--- src/rtl/store_req_unit.sv ---
// Store request unit: checks store alignment, builds byte strobes and lane-replicated data,
// and runs a req/addr_ok/data_ok write transaction to the data SRAM port.
module store_req_unit #(
  parameter int ADDR_W = 32,
  parameter int DATA_W = 32
) (
  input  logic              clk,
  input  logic              rst,
  input  logic              st_valid,
  output logic              st_ready,
  input  logic [2:0]        st_op,
  input  logic [ADDR_W-1:0] st_addr,
  input  logic [DATA_W-1:0] st_rt,
  input  logic              flush,
  output logic              data_req,
  output logic              data_wr,
  output logic [1:0]        data_size,
  output logic [ADDR_W-1:0] data_addr,
  output logic [3:0]        data_wstrb,
  output logic [DATA_W-1:0] data_wdata,
  input  logic              data_addr_ok,
  input  logic              data_data_ok,
  output logic              st_busy,
  output logic              st_done,
  output logic              ades,
  output logic [ADDR_W-1:0] ades_badvaddr
);

  localparam logic [2:0] OP_SB  = 3'd0;
  localparam logic [2:0] OP_SH  = 3'd1;
  localparam logic [2:0] OP_SW  = 3'd2;
  localparam logic [2:0] OP_SWL = 3'd3;
  localparam logic [2:0] OP_SWR = 3'd4;

  typedef enum logic [1:0] {IDLE, REQ, WAIT} state_t;

  state_t              r_state;
  logic                r_flushed;
  logic                r_req;
  logic [1:0]          r_size;
  logic [ADDR_W-1:0]   r_addr;
  logic [3:0]          r_wstrb;
  logic [DATA_W-1:0]   r_wdata;
  logic                r_ades;
  logic [ADDR_W-1:0]   r_badvaddr;

  logic [1:0]          w_off;
  logic [1:0]          w_size;
  logic [ADDR_W-1:0]   w_addr;
  logic [3:0]          w_wstrb;
  logic [DATA_W-1:0]   w_wdata;
  logic                w_misal;
  logic                w_accept;

  assign w_off    = st_addr[1:0];
  assign st_ready = (r_state == IDLE);
  assign st_busy  = (r_state != IDLE);
  assign w_accept = st_valid & st_ready & ~flush & (st_op <= OP_SWR);

  // Request field construction from the incoming store
  always_comb begin
    w_size  = 2'd0;
    w_addr  = st_addr;
    w_wstrb = 4'b0000;
    w_wdata = st_rt;
    w_misal = 1'b0;
    case (st_op)
      OP_SB: begin
        w_wstrb = 4'b0001 << w_off;
        w_wdata = {4{st_rt[7:0]}};
      end
      OP_SH: begin
        w_size  = 2'd1;
        w_misal = w_off[0];
        w_wstrb = w_off[1] ? 4'b1100 : 4'b0011;
        w_wdata = {2{st_rt[15:0]}};
      end
      OP_SW: begin
        w_size  = 2'd2;
        w_misal = |w_off;
        w_wstrb = 4'b1111;
      end
      OP_SWL: begin
        w_size = 2'd2;
        w_addr = {st_addr[ADDR_W-1:2], 2'b00};
        case (w_off)
          2'd0: begin w_wstrb = 4'b0001; w_wdata = {24'b0, st_rt[31:24]}; end
          2'd1: begin w_wstrb = 4'b0011; w_wdata = {16'b0, st_rt[31:16]}; end
          2'd2: begin w_wstrb = 4'b0111; w_wdata = {8'b0, st_rt[31:8]}; end
          default: begin w_wstrb = 4'b1111; w_wdata = st_rt; end
        endcase
      end
      OP_SWR: begin
        w_size = 2'd2;
        w_addr = {st_addr[ADDR_W-1:2], 2'b00};
        case (w_off)
          2'd0: begin w_wstrb = 4'b1111; w_wdata = st_rt; end
          2'd1: begin w_wstrb = 4'b1110; w_wdata = {st_rt[23:0], 8'b0}; end
          2'd2: begin w_wstrb = 4'b1100; w_wdata = {st_rt[15:0], 16'b0}; end
          default: begin w_wstrb = 4'b1000; w_wdata = {st_rt[7:0], 24'b0}; end
        endcase
      end
      default: ;
    endcase
  end

  // Transaction FSM with registered request fields
  always_ff @(posedge clk) begin
    if (rst) begin
      r_state    <= IDLE;
      r_flushed  <= 1'b0;
      r_req      <= 1'b0;
      r_size     <= 2'd0;
      r_addr     <= '0;
      r_wstrb    <= 4'b0000;
      r_wdata    <= '0;
      r_ades     <= 1'b0;
      r_badvaddr <= '0;
    end else begin
      r_ades <= 1'b0;
      case (r_state)
        IDLE: begin
          if (w_accept && w_misal) begin
            r_ades     <= 1'b1;
            r_badvaddr <= st_addr;
          end else if (w_accept) begin
            r_state <= REQ;
            r_req   <= 1'b1;
            r_size  <= w_size;
            r_addr  <= w_addr;
            r_wstrb <= w_wstrb;
            r_wdata <= w_wdata;
          end
        end
        REQ: begin
          // A write the SRAM has accepted must complete even if flushed
          if (data_addr_ok) begin
            r_state   <= WAIT;
            r_req     <= 1'b0;
            r_flushed <= flush;
          end else if (flush) begin
            r_state <= IDLE;
            r_req   <= 1'b0;
          end
        end
        WAIT: begin
          if (data_data_ok) begin
            r_state   <= IDLE;
            r_flushed <= 1'b0;
          end else if (flush) begin
            r_flushed <= 1'b1;
          end
        end
        default: r_state <= IDLE;
      endcase
    end
  end

  assign data_req      = r_req;
  assign data_wr       = r_req;
  assign data_size     = r_size;
  assign data_addr     = r_addr;
  assign data_wstrb    = r_wstrb;
  assign data_wdata    = r_wdata;
  assign ades          = r_ades;
  assign ades_badvaddr = r_badvaddr;
  assign st_done       = (r_state == WAIT) & data_data_ok & ~r_flushed & ~flush;

endmodule

--- config.mk ---
export PLATFORM = sky130hd
export DESIGN_NAME = store_req_unit
export DESIGN_NICKNAME = d
export VERILOG_FILES = /design/src/rtl/store_req_unit.sv
export SDC_FILE = /design/constraint.sdc
export NUM_CORES = 1
export LEC_CHECK = 0
export BUFFER_PORTS_ARGS = -buffer_cell sky130_fd_sc_hd__buf_2
export CELL_PAD_IN_SITES_DETAIL_PLACEMENT = 0
export CELL_PAD_IN_SITES_GLOBAL_PLACEMENT = 2
export CORE_UTILIZATION = 29
export CTS_BUF_LIST = sky130_fd_sc_hd__clkbuf_8
export DETAILED_ROUTE_END_ITERATION = 8
export HOLD_SLACK_MARGIN = 0.1
export PLACE_DENSITY = 0.81
export SLEW_MARGIN = 15
export SYNTH_ARGS = -nofsm -noshare
export SYNTH_HDL_FRONTEND = slang
export SYNTH_SLANG_ARGS = --single-unit
--- constraint.sdc ---
create_clock -name clk -period 2.79 [get_ports clk]
set_clock_uncertainty 0.05 [all_clocks]
set_input_delay 0.1395 -clock clk [delete_from_list [all_inputs] [get_ports clk]]
set_output_delay 0.1395 -clock clk [all_outputs]
set_load 0.05 [all_outputs]
==> results.txt, run 1 <==
Final WS setup: 310 ps
Hold Path Sink: data_wdata[1]
HP Class: input pin to register
Setup Crit Path Kind: input pin to register
Yosys top cell by area: dfxtp_1
Family with the most delay on the worst path: buffers and inverters
CTS H-tree lvls: 3
Largest net degree at the start of global routing: 83
Starting density of the core: 29.7%
Clk sink count: 107
Area contributors post-synth: dfxtp_1 (42%), nand2_1 (11%), a21oi_1 (7.8%)
DR iter-0 viols: 377
Worst Path Arrival: 2720 ps
DIE WIDTH: 135 um
GRT Overall Usage: 18.9%
# rows: 48
P per Cell Area: 498 nW/um^2
Total gr overflow: 0
Synth async-reset ratio: 0%
Avg Cell Area, Syn: 8.04 sq um
Vias/cell: 5.08
Syn Nets: 709
HP Start: st_rt[1]
Worst-Margin Slew: 881 ps
Worst R2R Setup Slack: 320 ps
Worst r2r src: r_state[0]
Drt wl/cell: 16.3 um
P_leak: 2.89 nW
Unrepaired setup endpoints after global routing: no
Die area: 18200 sq um
Post-route design area: 6910 sq um
DR DRC count: 0
Max cap viols: 0
Crit-path most repeated cell: dlygate4sd3_1
Ys Warns: 0
Hold depth: 3
Area added between synthesis and finish: 35.1%
Post-CTS Setup Inserts: 0
Slowest cell on the critical path: or4b_1
Hold buffers post-CTS: 51
DRT Pass-1 Iters: 4
Period utilization: 88.9%
Cts bufs inserted: 9
Yosys top cell area share: 41.9%
Crit path launch type: input pin
Crit-path max FO: 20
Share of cells above drive strength 1: 27.2%
Status: finished clean
Global-route wire length before repair: 26.6 mm
Fillcell total: 1791
Most used DFF post-synth: dfxtp_1
Die Ht: 135 um
Post-Syn Instances: 636
Register bit total from synthesis: 107
CP required: 3030 ps
Crit path from: flush
Pre-CTS WS: 539 ps
Setup TNS: 0 ps
Initial antenna violation count: 1
Post-synth EDFFs: 0
Non-filler cells, final: 1065
Final GP Congestion: 0.813
Post-synth cell types: 49
Clock root cell: clkbuf_8
Mapped Area: 5110 sq um
Placed cell count: 998
Fin nets: 908
Critical-path cell list: dlygate4sd3_1 > buf_2 > or4b_1 > a31o_2 > a21oi_1 > a31oi_1 > dlygate4sd3_1
Fmax: 0.403 GHz
Post-route ant nets: 0
Placed cell area: 6190 sq um
Setup crit end kind: register
R2r worst-path depth: 5
CORE AREA: 17200 sq um
Worst-Skew Late Latency: 390 ps
Final Slew Violations: 0
Clk buf depth: 2
CP max stage delay: 620 ps
CTS resizes: 0
VDD IR-drop max: 0.286 mV
Clk slew on worst S/H paths: 110 ps
IO buf count: 180
Post-layout min period: 2480 ps
Ports: 181
Via count: 5411
WP buf/inv: 3
Final setup violation count: 0
CTS tree: done
Register area share after synthesis: 41.9%
Final WL: 17.4 mm
Slew margin rel.: 41.3%
Reg-to-reg critical path endpoint: data_wdata[15]
Post-DP HPWL: 11.6 mm
Number of global-route vias before repair: 4988
Hold Fails Final Rpt: 0
==> layout make-up <==
class / instances / area, sq um / share of cell area, %
multi-input combinational: 466 / 2710 / 39.2
inverter: 6 / 22.5 / 0.326
sequential: 107 / 2140 / 31.0
tap: 225 / 282 / 4.08
clock buffer: 11 / 151 / 2.19
clock inverter: 4 / 56.3 / 0.815
antenna: 1 / 2.50 / 0.0362
timing repair buffer: 245 / 1540 / 22.4
==> metrics by stage <==
step / total power [mW] / hold WS [ps] / utilization [%]
final: 3.44 / 130 / 40.1
after global routing: 3.61 / 125 / 40.1
after CTS: 3.48 / 103 / 40.1
after detailed placement: 2.38 / 347 / 35.9
after global placement: 2.37 / 344 / 35.9
after floorplan: 2.15 / 225 / -
==> Yosys cell counts (2+ instances only) <==
master / n
nand2_1: 151
dfxtp_1: 107
a21oi_1: 80
nor2_1: 57
clkbuf_1: 33
a211oi_1: 25
mux2i_1: 20
a221oi_1: 19
nand3b_1: 18
buf_2: 16
o21ai_0: 16
a311oi_1: 10
a22oi_1: 8
mux4_2: 7
inv_1: 6
buf_1: 4
nand2b_1: 4
o41ai_1: 4
buf_6: 3
mux2_2: 3
nor2b_1: 3
nor3_1: 3
o221ai_1: 3
or2_2: 3
a211o_1: 2
a221o_1: 2
a31oi_1: 2
nand3_1: 2
nand4_1: 2
nor4b_1: 2
o21bai_1: 2
or3b_2: 2
==> flip-flops by register name (all words and copies together) (netlist names) <==
register       count
data_wstrb         4
ades               1
data_wdata        32
data_size          2
data_req           1
ades_badvaddr     32
r_flushed          1
r_state            2
data_addr         32
==> cells by family (layout without fill, tap and decap cells) <==
| family | Yosys count | count (layout) | share of synthesized area [%] |
|---|---|---|---|
| AOI/OAI and AO/OA | 182 | 182 | 23.2 |
| xor gates and xnor gates | 1 | 1 | 0.171 |
| buffers and inverters | 63 | 266 | 5.53 |
| DFF | 107 | 107 | 41.9 |
| muxes | 30 | 30 | 7.66 |
| other | 0 | 1 | 0 |
| and+or+nand+nor | 253 | 253 | 21.6 |
==> layout by cell type (no fill, tap or decap), drive strengths merged, types with 7 or more instances in the layout <==
master	Yosys	layout
mux2i	20	20
dfxtp	107	107
nand3b	18	18
a22oi	8	8
o21ai	16	16
inv	6	9
nand2	151	151
mux4	7	7
a21oi	80	80
clkbuf	33	11
buf	24	194
a221oi	19	19
a311oi	10	10
dlygate4sd3	0	51
nor2	57	57
a211oi	25	25
==> where the power goes <==
group / switching [mW] / internal, mW
Clock: 0.570 / 0.470
Combinational: 0.522 / 0.266
Sequential: 0.0307 / 1.58
==> layer usage <==
| layer | part of all wire [%] | wire [um] | GRT usage (%) | vias to the layer above |
|---|---|---|---|---|
| met2 | 47 | 8130 | 30.5 | 191 |
| met1 | 45 | 7800 | 25.1 | 2533 |
| li1 | - | - | - | 2661 |
| met3 | 5.7 | 994 | 2.29 | 26 |
| met4 | 2.6 | 455 | 8.49 | 0 |
| met5 | 0 | 0 | 0 | - |
==> how the worst max path moves through the flow <==
stage / end / slack, ps / cells past startpoint
2_1_floorplan: st_done / 460 / 2
3_3_place_gp: ades_badvaddr[0] / 600 / 5
3_5_place_dp: ades_badvaddr[29] / 540 / 5
4_1_cts: data_wdata[15] / 340 / 5
5_1_grt: data_wdata[15] / 170 / 8
6_report: data_wdata[15] / 310 / 7
==> worst reg2reg max path, stage by stage (launching register included) <==
cell and delay [ps]:
dfxtp_1 370, or4b_1 690, a31o_2 430, a21oi_1 180, a31oi_1 90, dlygate4sd3_1 550
Note: power is estimated with default switching activity, not from simulation.
==> run 2, diff against run 1 <==
--- a/config.mk
+++ b/config.mk
@@ -5,14 +5,15 @@
 export SDC_FILE = /design/constraint.sdc
 export NUM_CORES = 1
 export LEC_CHECK = 0
+export ABC_AREA = 1
 export BUFFER_PORTS_ARGS = -buffer_cell sky130_fd_sc_hd__buf_2
 export CELL_PAD_IN_SITES_DETAIL_PLACEMENT = 0
 export CELL_PAD_IN_SITES_GLOBAL_PLACEMENT = 2
-export CORE_UTILIZATION = 29
+export CORE_UTILIZATION = 27
 export CTS_BUF_LIST = sky130_fd_sc_hd__clkbuf_8
 export DETAILED_ROUTE_END_ITERATION = 8
 export HOLD_SLACK_MARGIN = 0.1
-export PLACE_DENSITY = 0.81
+export PLACE_DENSITY = 0.8
 export SLEW_MARGIN = 15
 export SYNTH_ARGS = -nofsm -noshare
 export SYNTH_HDL_FRONTEND = slang
==> constraint.sdc (replaced) <==
create_clock -name clk -period 2.7 [get_ports clk]
set_clock_uncertainty 0.05 [all_clocks]
set_input_delay 0.135 -clock clk [delete_from_list [all_inputs] [get_ports clk]]
set_output_delay 0.135 -clock clk [all_outputs]
set_load 0.05 [all_outputs]
==> run 2 against run 1 <==
First-iteration DRC count decreased by 41%. Global-route usage increased by 0.53 points. Sequential cell count is the same. Non-clock buffer count stayed put. Critical path depth grew 1. Combinational power increased by 16%. Setup slack gained 510 ps. Wire length increased by 14%. Via count grew 11%. Largest power group unchanged.
==> results.txt, run 2 <==
Status: finished clean (unchanged)
Post-route design area: 7250 sq um (was 6910 sq um)
Simple-Gate Fraction of Synth Area: 33.2% (was 21.6%)
Clock root cell: clkbuf_8 (unchanged)
Unrepaired setup endpoints after global routing: no (unchanged)
Share of cells above drive strength 1: 24.3% (was 27.2%)
Most used DFF post-synth: dfxtp_1 (unchanged)
Adder-cell share of the synthesized area: 0% (unchanged)
Post-synth EDFFs: 0 (unchanged)
CP required: 2990 ps (was 3030 ps)
Area contributors post-synth: dfxtp_1 (39%), nor2_1 (14%), o21ai_0 (12%) (was dfxtp_1 (42%), nand2_1 (11%), a21oi_1 (7.8%))
DRT Pass-1 Iters: 5 (was 4)
Avg Cell Area, Syn: 6.55 sq um (was 8.04 sq um)
# rows: 51 (was 48)
IO buf count: 180 (unchanged)
Global-route wire length before repair: 30.6 mm (was 26.6 mm)
Via count: 6023 (was 5411)
Clk buf depth: 2 (unchanged)
Ports: 181 (unchanged)
Yosys top cell area share: 39.1% (was 41.9%)
Synth Area in Compound Gates: 18.0% (was 23.2%)
Final GP Congestion: 0.802 (was 0.813)
Starting density of the core: 27.8% (was 29.7%)
Clk sink count: 107 (unchanged)
Highest-count cells in the layout ignoring fill and taps: nor2_1 (206), buf_2 (180), nand2_1 (146) (was buf_2 (179), nand2_1 (151), dfxtp_1 (107))
Min Hold Slack: 138 ps (was 130 ps)
Slew margin rel.: 52.0% (was 41.3%)
Drt wl/cell: 15.1 um (was 16.3 um)
Setup Crit Path Kind: register to register (was input pin to register)
Hold Fails Final Rpt: 0 (unchanged)
Final WL: 19.9 mm (was 17.4 mm)
Final design utilization: 36.9% (was 40.1%)
Crit path launch type: register (was input pin)
Worst-Skew Late Latency: 390 ps (about the same)
Setup crit end kind: register (unchanged)
Final setup violation count: 0 (unchanged)
Post-CTS Setup Inserts: 0 (unchanged)
N_diodes: 0 (was 1)
Mux cell area share after synthesis: 0% (was 7.66%)
Post-Synth XOR/XNOR Area: 0% (was 0.171%)
Fillcell total: 2257 (was 1791)
Worst Path Arrival: 2170 ps (was 2720 ps)
CP max stage delay: 550 ps (was 620 ps)
Period utilization: 69.6%
Count leader, synth: nor2_1 (was nand2_1)
Die Ht: 144 um (was 135 um)
Largest net degree at the start of global routing: 73 (was 83)
Syn Nets: 908 (was 709)
CTS tree: done (unchanged)
Post-DP HPWL: 14.1 mm (was 11.6 mm)
Post-layout min period: 1880 ps
Register bit total from synthesis: 107 (unchanged)
Placed cell area: 6570 sq um (was 6190 sq um)
Register area share after synthesis: 39.1% (was 41.9%)
P_leak: 3.52 nW (was 2.89 nW)
Post-synth cell types: 33 (was 49)
GRT Overall Usage: 19.4% (was 18.9%)
Max cap viols: 0 (unchanged)
Crit-path max FO: 3 (was 20)
Area added between synthesis and finish: 32.4% (was 35.1%)
Die area: 20800 sq um (was 18200 sq um)
DIE WIDTH: 144 um (was 135 um)
Area of the multi-input gates: 2800 sq um (was 2710 sq um)
Fmax: 0.532 GHz
Final WS setup: 821 ps (was 310 ps)
Pre-CTS WS: 705 ps (was 539 ps)
Synth async-reset ratio: 0% (unchanged)
CTS resizes: 0 (unchanged)
Register area: 2140 sq um (unchanged)
DR iter-0 viols: 223 (was 377)
Clk slew on worst S/H paths: 110 ps (about the same)
Fin nets: 1117 (was 908)
Total gr overflow: 0 (unchanged)
Initial antenna violation count: 0 (was 1)
Post-route ant nets: 0 (unchanged)
Number of global-route vias before repair: 5669 (was 4988)
CTS H-tree lvls: 3 (unchanged)
VDD IR-drop max: 0.228 mV (was 0.286 mV)
Slowest cell on the critical path: dlygate4sd3_1 (was or4b_1)
HP Class: input pin to register (unchanged)
Yosys top cell by area: dfxtp_1 (unchanged)
Post-Syn Instances: 835 (was 636)
DR DRC count: 0 (unchanged)
Commonest cells in the netlist: nor2_1 (206), nand2_1 (146), o21ai_0 (133) (was nand2_1 (151), dfxtp_1 (107), a21oi_1 (80))
CORE AREA: 19700 sq um (was 17200 sq um)
Vias/cell: 4.59 (was 5.08)
P per Cell Area: 493 nW/um^2 (was 498 nW/um^2)
Commonest non-fill, non-tap cell in the layout: nor2_1 (was buf_2)
Setup TNS: 0 ps (unchanged)
Main combinational cell family by area after synthesis: simple AND/OR/NAND/NOR gates (was compound AO/OA/AOI/OAI gates)
Mapped Area: 5470 sq um (was 5110 sq um)
Critical-path cell list: inv_2 > nor2_1 > inv_1 > or2_2 > o21ai_0 > nand2_1 > a21oi_1 > dlygate4sd3_1 (was dlygate4sd3_1 > buf_2 > or4b_1 > a31o_2 > a21oi_1 > a31oi_1 > dlygate4sd3_1)
Final Slew Violations: 0 (unchanged)
Ys Warns: 0 (unchanged)
Worst-Margin Slew: 717 ps (was 881 ps)
Cts bufs inserted: 9 (unchanged)
==> run 2: final timing paths <==
check,depth (start not counted),slack (ps),end,from
min,3,140,data_size[1],st_op[2]
max reg2reg,8,820,r_flushed,r_state[1]
min reg2reg,2,430,data_wdata[20],data_wdata[20]
max,8,820,r_flushed,r_state[1]
==> run 2: repair_timing <==
item	in CTS	in global routing
hold buffers	49	0
hold endpoints to repair	85	0
endpoints found under the setup margin	0	0
==> run 2: per-stage QoR <==
step                instances  total power, mW
detailed placement       1249             2.59
finish                   1313             3.57
CTS                      1313             3.63
global placement         1249             2.59
global route             1313             3.77
floorplan                 835             2.32
==> run 2: cell type report <==
| cell class | count | area share [%] |
|---|---|---|
| Tap cell | 265 | 4.58 |
| Inverter | 61 | 3.40 |
| Clock inverter | 6 | 0.863 |
| Sequential cell | 107 | 29.6 |
| Multi-Input combinational cell | 620 | 38.7 |
| Clock buffer | 9 | 1.71 |
| Timing Repair Buffer | 245 | 21.2 |
==> run 2: per-layer routing <==
layer  routed length (um)  track usage [%]  vias up  part of all wire [%]
met2                 8650             31.2      196                    44
li1                     -                -     3112                     -
met1                 9500             25.2     2679                    48
met5                    0                0        -                     0
met4                  617             8.03        0                   3.1
met3                 1090             3.74       36                   5.5
==> run 2: report_power, final <==
group          switching, mW  total (mW)  internal (mW)
sequential            0.0359        1.69           1.65
clock                  0.615       0.968          0.353
combinational          0.654       0.916          0.262
==> run 2: cell families (layout without fill, tap and decap cells) <==
group | after synthesis | after routing
compound gates | 186 | 186
flops | 107 | 107
simple gates | 434 | 434
buf+inv | 108 | 321
==> run 2: worst max-delay path, delay by kind of cell (launching register included) <==
kind | cells | cell delay, ps
AO/OA/AOI/OAI | 2 | 260
buffers and inverters | 3 | 660
flip-flops | 1 | 390
AND/OR/NAND/NOR | 3 | 470
